==> config.mk <==
export PLATFORM = sky130hd
export DESIGN_NAME = tap_ctrl
export DESIGN_NICKNAME = d
export VERILOG_FILES = /design/src/rtl/tap_defs.sv /design/src/rtl/tap_fsm.sv /design/src/rtl/tap_ctrl.sv
export SDC_FILE = /design/constraint.sdc
export NUM_CORES = 1
export LEC_CHECK = 0
export CORE_MARGIN = 1
export CORE_UTILIZATION = 25
export CTS_CLUSTER_DIAMETER = 60
export CTS_CLUSTER_SIZE = 28
export DETAILED_ROUTE_END_ITERATION = 10
export HOLD_SLACK_MARGIN = 0.02
export PLACE_DENSITY = 0.52
export SLEW_MARGIN = 10
export SYNTH_ARGS = -nofsm -noshare
export SYNTH_HDL_FRONTEND = slang
export SYNTH_SLANG_ARGS = --single-unit
==> constraint.sdc <==
create_clock -name clock -period 2.37 [get_ports clock]
set_input_delay 0.474 -clock clock [delete_from_list [all_inputs] [get_ports clock]]
set_output_delay 0.474 -clock clock [all_outputs]
set_load 0.01 [all_outputs]
==> src/rtl/tap_defs.sv <==
// tap_defs: TAP state encodings and instruction opcodes shared by the TAP controller files.
package tap_defs;
   typedef enum logic [3:0] {
      TLR      = 4'hF,
      RTI      = 4'hC,
      SEL_DR   = 4'h7,
      CAP_DR   = 4'h6,
      SHIFT_DR = 4'h2,
      EXIT1_DR = 4'h1,
      PAUSE_DR = 4'h3,
      EXIT2_DR = 4'h0,
      UPD_DR   = 4'h5,
      SEL_IR   = 4'h4,
      CAP_IR   = 4'hE,
      SHIFT_IR = 4'hA,
      EXIT1_IR = 4'h9,
      PAUSE_IR = 4'hB,
      EXIT2_IR = 4'h8,
      UPD_IR   = 4'hD
   } tap_state_e;
   // BYPASS is all ones at whatever IR width the controller uses
   localparam int OP_EXTEST = 0;
   localparam int OP_SAMPLE = 1;
   localparam int OP_IDCODE = 2;
endpackage

==> src/rtl/tap_fsm.sv <==
// tap_fsm: 16-state TAP state register and TMS-driven next-state logic.
module tap_fsm
   import tap_defs::*;
(
   input  logic       clock,
   input  logic       reset_l,
   input  logic       tms,
   output tap_state_e tap_state
);
   tap_state_e state_q, state_d;
   always_ff @(posedge clock or negedge reset_l)
      if (!reset_l) state_q <= TLR;
      else state_q <= state_d;
   always_comb begin
      state_d = state_q;
      case (state_q)
         TLR:      state_d = tms ? TLR      : RTI;
         RTI:      state_d = tms ? SEL_DR   : RTI;
         SEL_DR:   state_d = tms ? SEL_IR   : CAP_DR;
         CAP_DR:   state_d = tms ? EXIT1_DR : SHIFT_DR;
         SHIFT_DR: state_d = tms ? EXIT1_DR : SHIFT_DR;
         EXIT1_DR: state_d = tms ? UPD_DR   : PAUSE_DR;
         PAUSE_DR: state_d = tms ? EXIT2_DR : PAUSE_DR;
         EXIT2_DR: state_d = tms ? UPD_DR   : SHIFT_DR;
         UPD_DR:   state_d = tms ? SEL_DR   : RTI;
         SEL_IR:   state_d = tms ? TLR      : CAP_IR;
         CAP_IR:   state_d = tms ? EXIT1_IR : SHIFT_IR;
         SHIFT_IR: state_d = tms ? EXIT1_IR : SHIFT_IR;
         EXIT1_IR: state_d = tms ? UPD_IR   : PAUSE_IR;
         PAUSE_IR: state_d = tms ? EXIT2_IR : PAUSE_IR;
         EXIT2_IR: state_d = tms ? UPD_IR   : SHIFT_IR;
         UPD_IR:   state_d = tms ? SEL_DR   : RTI;
      endcase
   end
   assign tap_state = state_q;
endmodule

==> src/rtl/tap_ctrl.sv <==
// tap_ctrl: JTAG TAP controller with IR, bypass and ID registers,
// boundary-scan chain control decode and the TDO mux.
module tap_ctrl
   import tap_defs::*;
#(
   parameter int          IR_WIDTH   = 4,
   parameter logic [31:0] IDCODE_VAL = 32'h1876_5001
) (
   input  logic                clock,
   input  logic                reset_l,
   input  logic                tms,
   input  logic                tdi,
   input  logic                bsr_tdo,
   output logic                tdo,
   output logic                tdo_en,
   output logic                shift_dr,
   output logic                capture_dr,
   output logic                update_dr,
   output logic                test,
   output logic [IR_WIDTH-1:0] ir_out,
   output logic [3:0]          tap_state
);
   localparam logic [IR_WIDTH-1:0] IR_EXTEST  = IR_WIDTH'(OP_EXTEST);
   localparam logic [IR_WIDTH-1:0] IR_SAMPLE  = IR_WIDTH'(OP_SAMPLE);
   localparam logic [IR_WIDTH-1:0] IR_IDCODE  = IR_WIDTH'(OP_IDCODE);
   localparam logic [IR_WIDTH-1:0] IR_CAPTURE = IR_WIDTH'(1);
   tap_state_e          state;
   logic [IR_WIDTH-1:0] ir_shift_q, ir_shift_d, ir_q, ir_d;
   logic [31:0]         id_q, id_d;
   logic                byp_q, byp_d;
   logic                bsr_sel, id_sel;
   tap_fsm u_fsm (
      .clock     (clock),
      .reset_l   (reset_l),
      .tms       (tms),
      .tap_state (state)
   );
   always_ff @(posedge clock or negedge reset_l)
      if (!reset_l) begin
         ir_shift_q <= '0;
         ir_q       <= IR_IDCODE;
         id_q       <= '0;
         byp_q      <= 1'b0;
      end else begin
         ir_shift_q <= ir_shift_d;
         ir_q       <= ir_d;
         id_q       <= id_d;
         byp_q      <= byp_d;
      end
   // the SEL_IR/tms term restores IDCODE on the very edge that enters TLR
   always_comb begin
      ir_shift_d = state == CAP_IR ? IR_CAPTURE : state == SHIFT_IR ? {tdi, ir_shift_q[IR_WIDTH-1:1]} : ir_shift_q;
      ir_d       = (state == TLR || (state == SEL_IR && tms)) ? IR_IDCODE : state == UPD_IR ? ir_shift_q : ir_q;
      id_d       = state == CAP_DR ? (IDCODE_VAL | 32'd1) : state == SHIFT_DR ? {tdi, id_q[31:1]} : id_q;
      byp_d      = state == CAP_DR ? 1'b0 : state == SHIFT_DR ? tdi : byp_q;
   end
   assign bsr_sel    = ir_q == IR_EXTEST || ir_q == IR_SAMPLE;
   assign id_sel     = ir_q == IR_IDCODE;
   assign tdo_en     = state == SHIFT_IR || state == SHIFT_DR;
   assign tdo        = state == SHIFT_IR ? ir_shift_q[0] :
                       state == SHIFT_DR ? (bsr_sel ? bsr_tdo : id_sel ? id_q[0] : byp_q) : 1'b0;
   assign shift_dr   = bsr_sel && state == SHIFT_DR;
   assign capture_dr = bsr_sel && state == CAP_DR;
   assign update_dr  = bsr_sel && state == UPD_DR;
   assign test       = ir_q == IR_EXTEST;
   assign ir_out     = ir_q;
   assign tap_state  = state;
endmodule

## Word level (Yosys, flattened, before mapping)

Index checks and enable logic that the tools add are counted.
Widths: inputs -> output; s select.

| word-level totals | value |
|---|---|
| output and inout port bits | 14 |
| register bits after elaboration | 45 |
| bits of input ports | 5 |
| word-level logic and storage cells | 62 |

| operators by class | value |
|---|---|
| equality and inequality tests | 17 |
| reduce and logical (&&, ||, !) cells | 15 |
| muxes and demuxes | 25 |

Operators with widths:

| cell | number |
|---|---|
| $mux 32 | 2 |
| $pmux 4 s12 | 1 |
| $eq 4x4->1 const B | 8 |
| $mux 4 | 5 |
| $eq 4x3->1 const B | 4 |
| $eq 4x2->1 const B | 3 |
| $mux 2 | 6 |
| $mux 3 | 4 |
| $eq 4x1->1 const B | 2 |
| $logic_not 4->1 | 2 |
| $mux 1 | 7 |
| $reduce_bool 2->1 | 3 |
| $logic_and 1x1->1 | 4 |
| $reduce_or 2->1 | 2 |
| $logic_or 1x1->1 | 3 |
| $reduce_or 3->1 | 1 |

## Logic depth before layout (Yosys ltp)

Gate-level depths: netlist of the first run.

| logic depth | value |
|---|---|
| depth after elaboration | 5 |
| depth in mapped cells | 5 |
| mapped depth without buffers | 3 |

## Hierarchy

A second synthesis of the first run with hierarchy kept.

| second synthesis, totals | value |
|---|---|
| cell total of the unflattened synthesis | 141 |
| area, all modules | 1795.5 sq um |

By module, submodules not included:

| module | times used | cells each | area an instance (sq um) |
|---|---|---|---|
| tap_ctrl | 1 | 122 | 1597.8 |
| tap_fsm | 1 | 19 | 197.7 |

## Worst setup path after synthesis of the first run

OpenSTA, ideal clock, no wires.

| path | value |
|---|---|
| path kind | register to output |
| start | register u_fsm.state_q[0] (netlist: u_fsm.tap_state[0]) |
| end | output shift_dr |
| data arrival time | 1248 ps |
| required time | 1896 ps |
| stages on the path, launching flop included | 6 |
| slack | 648 ps |
| cell sequence | dfstp_2 buf_6 nand2b_4 nor3_2 buf_2 and2_1 |

| on the way | value |
|---|---|
| cells in the longest elaborated chain, start to end | 2 |

Ends and longest elaborated chain:

| item | RTL line | text |
|---|---|---|
| start: declaration | tap_fsm.sv:10 | `tap_state_e state_q, state_d;` |
| start signal: assignment | tap_fsm.sv:13 | `else state_q <= state_d;` |
| $eq 4x2->1 | tap_ctrl.sv:62 | `assign shift_dr = bsr_sel && state == SHIFT_DR;` |
| $logic_and 1x1->1 | tap_ctrl.sv:62 |  |
| end: declaration | tap_ctrl.sv:16 | `output logic shift_dr,` |

Every way passes these cells.

## Final worst setup path of the first run

Ends and elaborated chain as after synthesis.

==> results.sh, run 1 <==
export IMPL_worst_skew_pair_late_latency_ns=0.29
export IMPL_final_instance_count_excl_fillers=265
export IMPL_synth_avg_cell_area_um2=12.3
export IMPL_timing_critical_path_slowest_cell_delay_ns=0.64
export IMPL_power_density_nw_per_um2=1260
export IMPL_detailroute_wirelength_met2_um=1530
export IMPL_grt_antenna_before_repair=0
export IMPL_cpMaxStageDelayCell="sky130_fd_sc_hd__dfstp_2"
export IMPL_dieArea_um2=7560
export IMPL_irDropWorstVdd_mv=0.395
export IMPL_tightest_slew_ns=0.547
export IMPL_timing_fmax_ghz=0.439
export IMPL_critPathRequiredTime_ns=1.90
export IMPL_detailedRoute_firstIterationViolations=67
export IMPL_drt_drc_violations_left=0
export IMPL_drt_total_wl_um=3600
export IMPL_timing_max_transition_violations_final=0
export IMPL_die_w_um=86.9
export IMPL_tns_ns=0
export IMPL_cts_hold_buf=0
export IMPL_critical_path_arrival_ns=1.81
export IMPL_critical_path_buf_inv_count=1
export IMPL_routed_wire_length_per_instance_um=13.6
export IMPL_routabilityCongestion=0.708
export IMPL_track_usage_pct=10.8
export IMPL_synth_area_um2=1800
export IMPL_synthDistinctLibCells=30
export IMPL_vias=1230
export IMPL_library_cell_used_as_clock_root_buffer="sky130_fd_sc_hd__clkbuf_8"
export IMPL_design_area_um2=2180
export IMPL_report_final_hold_viol_count=0
export IMPL_fill_cells=718
export IMPL_grt_overflow_total=0
export IMPL_cts_max_path_buffers=2
export IMPL_p_leak_nw=0.916
export IMPL_grt_start_max_net_pins=45
export IMPL_initial_core_utilization_pct=26.2
export IMPL_synth_yosys_warnings=0
export IMPL_n_antenna_cell=0
export IMPL_min_period_over_period_pct=96.2
export IMPL_synth_net_count=151
export IMPL_cts_reportedPaths_clkPinSlew_ns=0.08
export IMPL_routedLengthMet1_um=1890
export IMPL_layout_min_cycle_time_ns=2.28
export IMPL_placement_io_buffers=18
export IMPL_chipHeight_um=86.9
export IMPL_cts_sink_count=44
export IMPL_final_core_utilization_pct=31.7
export IMPL_seq_area_frac_synth_pct=61.4
export IMPL_design_portCount=19
export IMPL_setup_repair_after_global_routing_missed_its_margin="false"
export IMPL_final_antenna_net_count=0
export IMPL_max_cap_viol_count=0
export IMPL_criticalPathCategory="register to output port"
export IMPL_routed_via_count_divided_by_cell_count=4.64
export IMPL_layout_area_overhead_vs_synth_pct=20.8
export IMPL_clock_skew_final_ns=0.00659
export IMPL_numCtsBuffers=5
export IMPL_ctsHtreeMaxLevel=2
export IMPL_timing_max_slew_rel_slack_pct=63.5
export IMPL_drtPass1Iterations=4
export IMPL_timing_final_setup_violations=0
export IMPL_post_dp_hpwl_um=2250
export IMPL_clock_tree_from_tritoncts="built"
export IMPL_routed_top_layer="met4"
export IMPL_synth_ff_latch_count=44
export IMPL_min_path_type="primary input to async pin"
export IMPL_dp_cells=255
export IMPL_postPlaceCellArea_um2=2070
export IMPL_grt_pass1_vias=1268
export IMPL_startpoint_type="register"
export IMPL_mostFrequentLayoutCell="sky130_fd_sc_hd__dfrtp_1"
export IMPL_mostFrequentLayoutCells="sky130_fd_sc_hd__dfrtp_1 (39), sky130_fd_sc_hd__a22o_1 (26), sky130_fd_sc_hd__clkdlybuf4s50_1 (16)"
export IMPL_numnets_final=174
export IMPL_crit_path_max_fanout=11
export IMPL_placeableCoreArea_um2=6870
export IMPL_first_pass_grt_wire_length_um=6230
export IMPL_endpoint_kind="output port"
export IMPL_std_cell_rows=30
export IMPL_worst_path_top_cell_family_by_delay="flip-flops"
export IMPL_status="finished clean"
export IMPL_synthCells=146
export IMPL_timing_critical_path_cells="nand2b_4 -> nor3_2 -> and2_1 -> clkdlybuf4s50_1"
export IMPL_dr_wl_met3_um=132
export IMPL_drive_above_1_share_pct=14.2
## final cells by class
class	instances	area, µm²	share of cell area [%]
well taps	96	120	5.51
repair buffers	25	226	10.4
multi-input cells	91	632	29.0
clock inverters	2	12.5	0.574
inverters	2	7.51	0.345
clock buffers	5	68.8	3.16
flip-flops and latches	44	1110	51.0
## state kept, by name, indices dropped and copies added (netlist names)
name	count
ir_shift_q	4
id_q	32
ir_out	4
u_fsm.tap_state	4
## per-stage QoR
| stage | hold WS (ns) | setup WS, ns | power [mW] |
|---|---|---|---|
| 2_1_floorplan | 0.178 | 0.648 | 1.92 |
| 3_5_place_dp | 0.479 | -0.0113 | 2.28 |
| 6_report | 0.251 | 0.0903 | 2.74 |
| 3_3_place_gp | 0.475 | -0.0129 | 2.27 |
| 4_1_cts | 0.268 | 0.0691 | 2.77 |
| 5_1_grt | 0.280 | 0.0237 | 2.96 |
## metal layers
metal	vias to the layer above	track usage, %
li1	590	-
met1	620	15.3
met2	16	15.2
met3	4	3.41
met4	0	4.09
met5	-	0
## worst paths after layout
path | slack (ns) | start | endpoint | cells after the start
setup / recovery | 0.09 | u_fsm.tap_state[0] | shift_dr | 4
hold / removal | 0.25 | reset_l | id_q[19] | 2
setup reg to reg | 0.86 | u_fsm.tap_state[2] | u_fsm.tap_state[1] | 3
hold reg to reg | 0.50 | id_q[0] | id_q[0] | 1
max in group asynchronous | 1.74 | reset_l | ir_out[1] | 2
min in group clock | 0.50 | id_q[0] | id_q[0] | 1
## synth_stat cells (all sizes together)
library cell  instances  area share, %
a211oi                1           0.42
a21oi                 3           0.83
a22o                 26             13
a311o                 1           0.56
and2                  2           0.69
buf                   7            2.6
clkbuf                2           0.49
dfrtp                39             54
dfstp                 5            7.3
inv                   2           0.42
nand2                 7            1.5
nand2b                9            3.5
nand3                 2           0.56
nand3b                1           0.42
nor2                  8            1.8
nor2b                 1           0.35
nor3                  4            1.4
nor3b                 1           0.42
nor4                  1           0.35
nor4b                 1           0.49
o2111a                1           0.62
o21ai                 9            2.5
o22a                 10            4.9
or3                   2           0.69
or3b                  1           0.49
## kinds of logic (layout without fill, tap and decap cells)
family / Yosys count / count (layout) / share of synthesized area, %
flip-flops: 44 / 44 / 61.4
AND/OR/NAND/NOR: 40 / 40 / 12.6
AO/OA/AOI/OAI: 51 / 51 / 22.4
buffers and inverters: 11 / 34 / 3.54
## power breakdown
group          internal, mW  switching (mW)
Clock                 0.200           0.243
Combinational         0.527           0.459
Sequential             1.06           0.255
Total                  1.78           0.957
## timing repair
| item | in CTS | in global routing |
|---|---|---|
| resized for setup | 1 | 1 |
| setup buffers | 3 | 0 |
| endpoints found under the setup margin | 1 | 2 |
(Power assumes the default switching activity.)
==> inputs of run 2 (changes only) <==
--- a/config.mk
+++ b/config.mk
@@ -5,13 +5,15 @@
 export SDC_FILE = /design/constraint.sdc
 export NUM_CORES = 1
 export LEC_CHECK = 0
+export ABC_AREA = 1
 export CORE_MARGIN = 1
 export CORE_UTILIZATION = 25
 export CTS_CLUSTER_DIAMETER = 60
 export CTS_CLUSTER_SIZE = 28
 export DETAILED_ROUTE_END_ITERATION = 10
 export HOLD_SLACK_MARGIN = 0.02
-export PLACE_DENSITY = 0.52
+export PLACE_DENSITY = 0.51
+export SETUP_SLACK_MARGIN = 0.05
 export SLEW_MARGIN = 10
 export SYNTH_ARGS = -nofsm -noshare
 export SYNTH_HDL_FRONTEND = slang
==> run 2 against run 1 <==
  * Worst setup slack improved by 0.029 ns
  * Sequential cell count did not move
  * Critical path depth rose by 1
  * Die area rose by 9.5%
  * Design area rose by 11%
  * Clock power rose by 10%
  * Core utilization fell by 0.20 points
  * Highest routed layer unchanged
  * Wire length rose by 11%
  * First-iteration DRC count rose by 30%
  * Combinational power rose by 51%
  * Critical path type unchanged
==> results.sh, run 2 <==
export IMPL_status="finished clean"
export IMPL_setup_repair_after_global_routing_missed_its_margin="true"
export IMPL_largest_register_ffs=32
export IMPL_min_period_over_period_pct=95.0
export IMPL_n_antenna_cell=0
export IMPL_timing_max_transition_violations_final=0
export IMPL_synth_area_leaders="sky130_fd_sc_hd__dfrtp_1 (49%), sky130_fd_sc_hd__o22ai_1 (8.2%), sky130_fd_sc_hd__inv_1 (8.2%)"
export IMPL_clock_skew_final_ns=0.00644
export IMPL_report_final_hold_viol_count=0
export IMPL_cpMaxStageDelayCell="sky130_fd_sc_hd__dfstp_2"
export IMPL_timing_critical_path_cells="inv_2 -> nand2_4 -> buf_4 -> nor2_1 -> clkdlybuf4s50_1"
export IMPL_cts_reportedPaths_clkPinSlew_ns=0.08
export IMPL_first_pass_grt_wire_length_um=6960
export IMPL_design_portCount=19
export IMPL_detailedRoute_firstIterationViolations=87
export IMPL_grt_start_max_net_pins=45
export IMPL_final_antenna_net_count=0
export IMPL_async_set_or_reset_register_ratio_after_synthesis_pct=100
export IMPL_cts_sink_count=44
export IMPL_worst_path_top_cell_family_by_delay="buffers and inverters"
export IMPL_std_cell_rows=32
export IMPL_critical_path_buf_inv_count=3
export IMPL_grt_pass1_vias=1444
export IMPL_netlist_top_cell_by_area="sky130_fd_sc_hd__dfrtp_1"
export IMPL_drt_total_wl_um=4020
export IMPL_grt_overflow_total=0
export IMPL_synth_area_um2=1980
export IMPL_drtPass1Iterations=4
export IMPL_cts_hold_buf=0
export IMPL_vias=1479
export IMPL_seq_area_frac_synth_pct=55.9
export IMPL_placeableCoreArea_um2=7690
export IMPL_clock_tree_from_tritoncts="built"
export IMPL_timing_fmax_ghz=0.444
export IMPL_fill_cells=827
export IMPL_synthDistinctLibCells=22
export IMPL_synth_net_count=224
export IMPL_crit_path_max_fanout=8
export IMPL_r2r_slack_ns=0.93
export IMPL_routed_wire_length_per_instance_um=11.4
export IMPL_postSynth_topFlopCell="sky130_fd_sc_hd__dfrtp_1"
export IMPL_worst_r2r_startpoint="u_fsm.tap_state[0]"
export IMPL_reg_with_most_ffs="id_q"
export IMPL_reg2reg_to="id_q[2]"
export IMPL_layout_area_overhead_vs_synth_pct=22.4
export IMPL_synth_commonest_cells="sky130_fd_sc_hd__inv_1 (43), sky130_fd_sc_hd__dfrtp_1 (39), sky130_fd_sc_hd__nand2_1 (31)"
export IMPL_p_leak_nw=1.16
export IMPL_criticalPathCategory="register to output port"
export IMPL_drive_above_1_share_pct=18.3
export IMPL_design_area_um2=2420
export IMPL_synthCells=219
export IMPL_startpoint_type="register"
export IMPL_critPathRequiredTime_ns=1.90
export IMPL_numCtsBuffers=5
export IMPL_critical_path_arrival_ns=1.78
export IMPL_final_core_utilization_pct=31.5
export IMPL_irDropWorstVdd_mv=0.339
export IMPL_power_density_nw_per_um2=1330
export IMPL_min_path_type="primary input to async pin"
export IMPL_library_cell_used_as_clock_root_buffer="sky130_fd_sc_hd__clkbuf_8"
export IMPL_endpoint_kind="output port"
export IMPL_placement_io_buffers=18
export IMPL_grt_antenna_before_repair=0
export IMPL_post_dp_hpwl_um=2640
export IMPL_mostFrequentLayoutCell="sky130_fd_sc_hd__inv_1"
export IMPL_postPlaceCellArea_um2=2260
export IMPL_synthMostInstantiatedCell="sky130_fd_sc_hd__inv_1"
export IMPL_routed_via_count_divided_by_cell_count=4.19
export IMPL_cts_max_path_buffers=2
export IMPL_timing_reg2reg_worst_path_depth=6
export IMPL_synth_avg_cell_area_um2=9.04
export IMPL_timing_final_setup_violations=0
export IMPL_die_w_um=91.0
export IMPL_timing_critical_path_slowest_cell_delay_ns=0.58
export IMPL_synth_yosys_warnings=0
export IMPL_synth_ff_latch_count=44
export IMPL_routabilityCongestion=0.843
export IMPL_track_usage_pct=10.6
export IMPL_layout_min_cycle_time_ns=2.25
export IMPL_synth_edff_count=0
export IMPL_mostFrequentLayoutCells="sky130_fd_sc_hd__inv_1 (43), sky130_fd_sc_hd__dfrtp_1 (39), sky130_fd_sc_hd__nand2_1 (30)"
export IMPL_chipHeight_um=91.0
export IMPL_max_cap_viol_count=0
export IMPL_tightest_slew_ns=0.576
export IMPL_timing_max_slew_rel_slack_pct=61.5
export IMPL_report_power_total_mw=3.22
export IMPL_drt_drc_violations_left=0
export IMPL_worst_skew_pair_late_latency_ns=0.30
export IMPL_tns_ns=0
export IMPL_numnets_final=255
export IMPL_yosys_area_top_type_share_pct=49.3
export IMPL_ctsHtreeMaxLevel=2
export IMPL_initial_core_utilization_pct=25.7
export IMPL_dieArea_um2=8280
-- run 2: changes by cell type after synthesis, moves of 5 or more --
cell                       change
sky130_fd_sc_hd__nor2_1        +7
sky130_fd_sc_hd__o22a_1       -10
sky130_fd_sc_hd__nand2_1      +24
sky130_fd_sc_hd__a22o_1       -26
sky130_fd_sc_hd__inv_2         +6
sky130_fd_sc_hd__nand2b_1      -8
sky130_fd_sc_hd__inv_1        +41
sky130_fd_sc_hd__o21ai_0       +7
sky130_fd_sc_hd__nand3_1      +13
sky130_fd_sc_hd__o22ai_1      +26
sky130_fd_sc_hd__nor2_4        +5
-- run 2: cells by family (layout without fill, tap and decap cells) --
logic type / count (synthesis) / in the layout / share of synthesized area, %
AND/OR/NAND/NOR: 75 / 75 / 19.0
AO/OA/AOI/OAI: 44 / 44 / 12.9
flip-flops: 44 / 44 / 55.9
buffers and inverters: 56 / 88 / 12.2
-- run 2: power by group --
group,switching [mW],total [mW],internal (mW)
logic,0.860,1.49,0.631
registers,0.159,1.24,1.08
clock network,0.253,0.486,0.233
-- run 2: final cells by class --
class                   instances  area [µm²]  share of cell area, %
well taps                     102         128                   5.27
repair buffers                 31         273                   11.3
clock buffers                   6        82.6                   3.41
inverters                      49         184                   7.59
multi-input cells             119         638                   26.3
flip-flops and latches         44        1110                   45.7
clock inverters                 2        10.0                  0.413
-- run 2: how the worst max path moves through the flow --
stage | depth (start not counted) | start | slack, ns | end
5_1_grt | 5 | u_fsm.tap_state[0] | 0.04 | tdo_en
3_3_place_gp | 6 | bsr_tdo | 0.11 | tdo
3_5_place_dp | 6 | bsr_tdo | 0.13 | tdo
6_report | 5 | u_fsm.tap_state[0] | 0.12 | tdo_en
2_1_floorplan | 3 | u_fsm.tap_state[1] | 0.61 | capture_dr
4_1_cts | 5 | u_fsm.tap_state[1] | 0.06 | shift_dr
-- run 2: metrics by stage --
step	hold WS (ns)	worst slack, ns	std cells
3_3_place_gp	0.471	0.113	337
5_1_grt	0.294	0.0397	353
6_report	0.255	0.119	353
2_1_floorplan	0.178	0.614	219
3_5_place_dp	0.476	0.133	337
4_1_cts	0.272	0.0604	350
-- run 2: repair_timing --
| action | 4_1_cts | 5_1_grt |
|---|---|---|
| pin swaps | 2 | 0 |
| setup buffers | 5 | 3 |
| hold endpoints to repair | 0 | 0 |
| endpoints found under the setup margin | 6 | 3 |
| resized for setup | 5 | 1 |
-- run 2: routing by layer --
metal	up-vias	track usage (%)	wire length, µm
met4	0	4.63	70
li1	766	-	-
met2	22	15.4	1700
met5	-	0	0
met3	8	2.51	155
met1	683	15.1	2090
==> inputs of run 3 (changes only) <==
--- a/config.mk
+++ b/config.mk
@@ -6,13 +6,14 @@
 export NUM_CORES = 1
 export LEC_CHECK = 0
 export ABC_AREA = 1
-export CORE_MARGIN = 1
+export CORE_MARGIN = 1.5
 export CORE_UTILIZATION = 25
 export CTS_CLUSTER_DIAMETER = 60
 export CTS_CLUSTER_SIZE = 28
 export DETAILED_ROUTE_END_ITERATION = 10
 export HOLD_SLACK_MARGIN = 0.02
 export PLACE_DENSITY = 0.51
+export RECOVER_POWER = 100
 export SETUP_SLACK_MARGIN = 0.05
 export SLEW_MARGIN = 10
 export SYNTH_ARGS = -nofsm -noshare
==> run 3 against run 2 <==
  * Combinational power shrank 4%
  * Worst hold slack gained 0.21 ns
  * Core utilization shrank 0.098 points
  * Global-route usage is essentially flat
  * Critical path depth is the same
  * Wire length grew 1.4%
  * Register-to-register slack lost 0.33 ns
  * Sequential cell count is the same
  * Cell count shrank 0.28%
  * Largest power group unchanged
==> results.sh, run 3 (synthesis results as in run 2) <==
export IMPL_n_antenna_cell=0
export IMPL_min_path_type="primary input to async pin"
export IMPL_grt_antenna_before_repair=0
export IMPL_placeableCoreArea_um2=7690
export IMPL_mostFrequentLayoutCell="sky130_fd_sc_hd__inv_1"
export IMPL_seq_power_share_pct=38.1
export IMPL_numnets_final=254
export IMPL_first_pass_grt_wire_length_um=7090
export IMPL_timing_max_slew_rel_slack_pct=26.7
export IMPL_layout_area_overhead_vs_synth_pct=22.0
export IMPL_track_usage_pct=10.6
export IMPL_crit_start="u_fsm.tap_state[3]"
export IMPL_reg_with_most_ffs="id_q"
export IMPL_tns_ns=0
export IMPL_grt_pass1_vias=1507
export IMPL_clock_skew_final_ns=0.00680
export IMPL_combPwrFrac_pct=44.0
export IMPL_detailedRoute_firstIterationViolations=60
export IMPL_cpMaxStageDelayCell="sky130_fd_sc_hd__dfstp_1"
export IMPL_dieArea_um2=8460
export IMPL_critPathRequiredTime_ns=1.90
export IMPL_cts_reportedPaths_clkPinSlew_ns=0.09
export IMPL_drtPass1Iterations=6
export IMPL_power_switching_mw=1.28
export IMPL_final_antenna_net_count=0
export IMPL_worst_path_top_cell_family_by_delay="flip-flops"
export IMPL_timing_critical_path_slowest_cell_delay_ns=0.64
export IMPL_timing_critical_path_cells="nor2_4 -> buf_4 -> nand2_1 -> nor2_2 -> clkdlybuf4s50_1"
export IMPL_clock_tree_from_tritoncts="built"
export IMPL_library_cell_used_as_clock_root_buffer="sky130_fd_sc_hd__clkbuf_8"
export IMPL_status="finished clean"
export IMPL_ctsHtreeMaxLevel=2
export IMPL_setup_repair_after_global_routing_missed_its_margin="false"
export IMPL_timing_fmax_ghz=0.445
export IMPL_drt_drc_violations_left=0
export IMPL_mostFrequentLayoutCells="sky130_fd_sc_hd__inv_1 (44), sky130_fd_sc_hd__dfrtp_1 (39), sky130_fd_sc_hd__nand2_1 (31)"
export IMPL_max_cap_viol_count=0
export IMPL_routed_via_count_divided_by_cell_count=4.26
export IMPL_part_of_the_total_power_dissipated_in_the_clock_network_pct=17.9
export IMPL_setup_ws_ns=0.123
export IMPL_endpoint_kind="output port"
export IMPL_vias=1499
export IMPL_layout_min_cycle_time_ns=2.25
export IMPL_cts_hold_buf=0
export IMPL_cts_sink_count=44
export IMPL_largest_register_ffs=32
export IMPL_initial_core_utilization_pct=25.7
export IMPL_std_cell_rows=32
export IMPL_critical_path_buf_inv_count=2
export IMPL_numCtsBuffers=5
export IMPL_critical_path_arrival_ns=1.77
export IMPL_chipHeight_um=92.0
export IMPL_worst_skew_pair_late_latency_ns=0.30
export IMPL_p_leak_nw=1.14
export IMPL_routabilityCongestion=0.835
export IMPL_irDropWorstVdd_mv=0.440
export IMPL_drt_total_wl_um=4080
export IMPL_internal_power_mw=1.97
export IMPL_criticalPathCategory="register to output port"
export IMPL_tightest_slew_ns=1.10
export IMPL_design_portCount=19
export IMPL_report_final_hold_viol_count=0
export IMPL_drive_above_1_share_pct=15.6
export IMPL_cts_max_path_buffers=2
export IMPL_routed_wire_length_per_instance_um=11.6
export IMPL_placement_io_buffers=18
export IMPL_grt_overflow_total=0
export IMPL_power_density_nw_per_um2=1350
export IMPL_startpoint_type="register"
export IMPL_die_w_um=92.0
export IMPL_crit_path_max_fanout=4
export IMPL_min_period_over_period_pct=94.8
export IMPL_worst_r2r_startpoint="u_fsm.tap_state[1]"
export IMPL_power_switching_share_pct=39.3
export IMPL_timing_max_transition_violations_final=0
export IMPL_post_dp_hpwl_um=2730
export IMPL_timing_final_setup_violations=0
export IMPL_place_ws_ns=0.145
export IMPL_grt_start_max_net_pins=45
run 3: changes by cell type in the layout (fill, tap and decap cells not counted), moves of 2 or more:
cell and change:
sky130_fd_sc_hd__dfstp_1 +3, sky130_fd_sc_hd__clkbuf_2 +3, sky130_fd_sc_hd__dlygate4sd3_1 +8, sky130_fd_sc_hd__dfstp_2 -3, sky130_fd_sc_hd__clkinv_2 -2, sky130_fd_sc_hd__buf_4 -5, sky130_fd_sc_hd__clkdlybuf4s50_1 -9
run 3: final cells by class:
type | instances | area, µm²
inverters | 49 | 184
repair buffers | 30 | 250
flip-flops and latches | 44 | 1110
clock buffers | 5 | 68.8
clock inverters | 3 | 46.3
well taps | 102 | 128
multi-input cells | 119 | 631
fillers | 849 | 5270
run 3: per-stage QoR:
step | total power, mW | instance area (µm²) | instances | hold slack (ns) | utilization [%]
2_1_floorplan | 2.23 | 1980 | 219 | 0.178 | -
3_3_place_gp | 2.65 | 2270 | 338 | 0.472 | 29.5
3_5_place_dp | 2.67 | 2270 | 338 | 0.473 | 29.5
4_1_cts | 3.35 | 2430 | 352 | 0.269 | 31.6
5_1_grt | 3.53 | 2410 | 352 | 0.527 | 31.4
6_report | 3.25 | 2410 | 352 | 0.463 | 31.4
run 3: timing repair:
action,in CTS,in global routing
setup buffers,6,0
pin swaps,2,0
endpoints found under the setup margin,6,2
gates resized for setup,5,3
run 3: power by group through the flow:
stage / Clock (mW) / Combinational [mW] / Sequential (mW)
3_3_place_gp: 0 / 1.35 / 1.31
6_report: 0.582 / 1.43 / 1.24
5_1_grt: 0.639 / 1.61 / 1.28
3_5_place_dp: 0 / 1.36 / 1.31
4_1_cts: 0.609 / 1.49 / 1.25
2_1_floorplan: 0 / 0.956 / 1.27
run 3: per-layer routing:
metal  up-vias  track usage, %  wire, µm
met5         -               0         0
met4         0            4.10        50
met3         4            2.82       128
met2        19            14.9      1700
met1       713            15.5      2190
li1        763               -         -
run 3: final timing paths:
kind / end / slack, ns / cells after the start
max in group asynchronous: id_q[26] / 1.24 / 2
worst min-delay path: id_q[0] / 0.46 / 2
worst min register to register: id_q[19] / 0.48 / 2
worst max register to register: id_q[26] / 0.60 / 3
min in group clock: id_q[19] / 0.48 / 2
worst max-delay path: shift_dr / 0.12 / 5
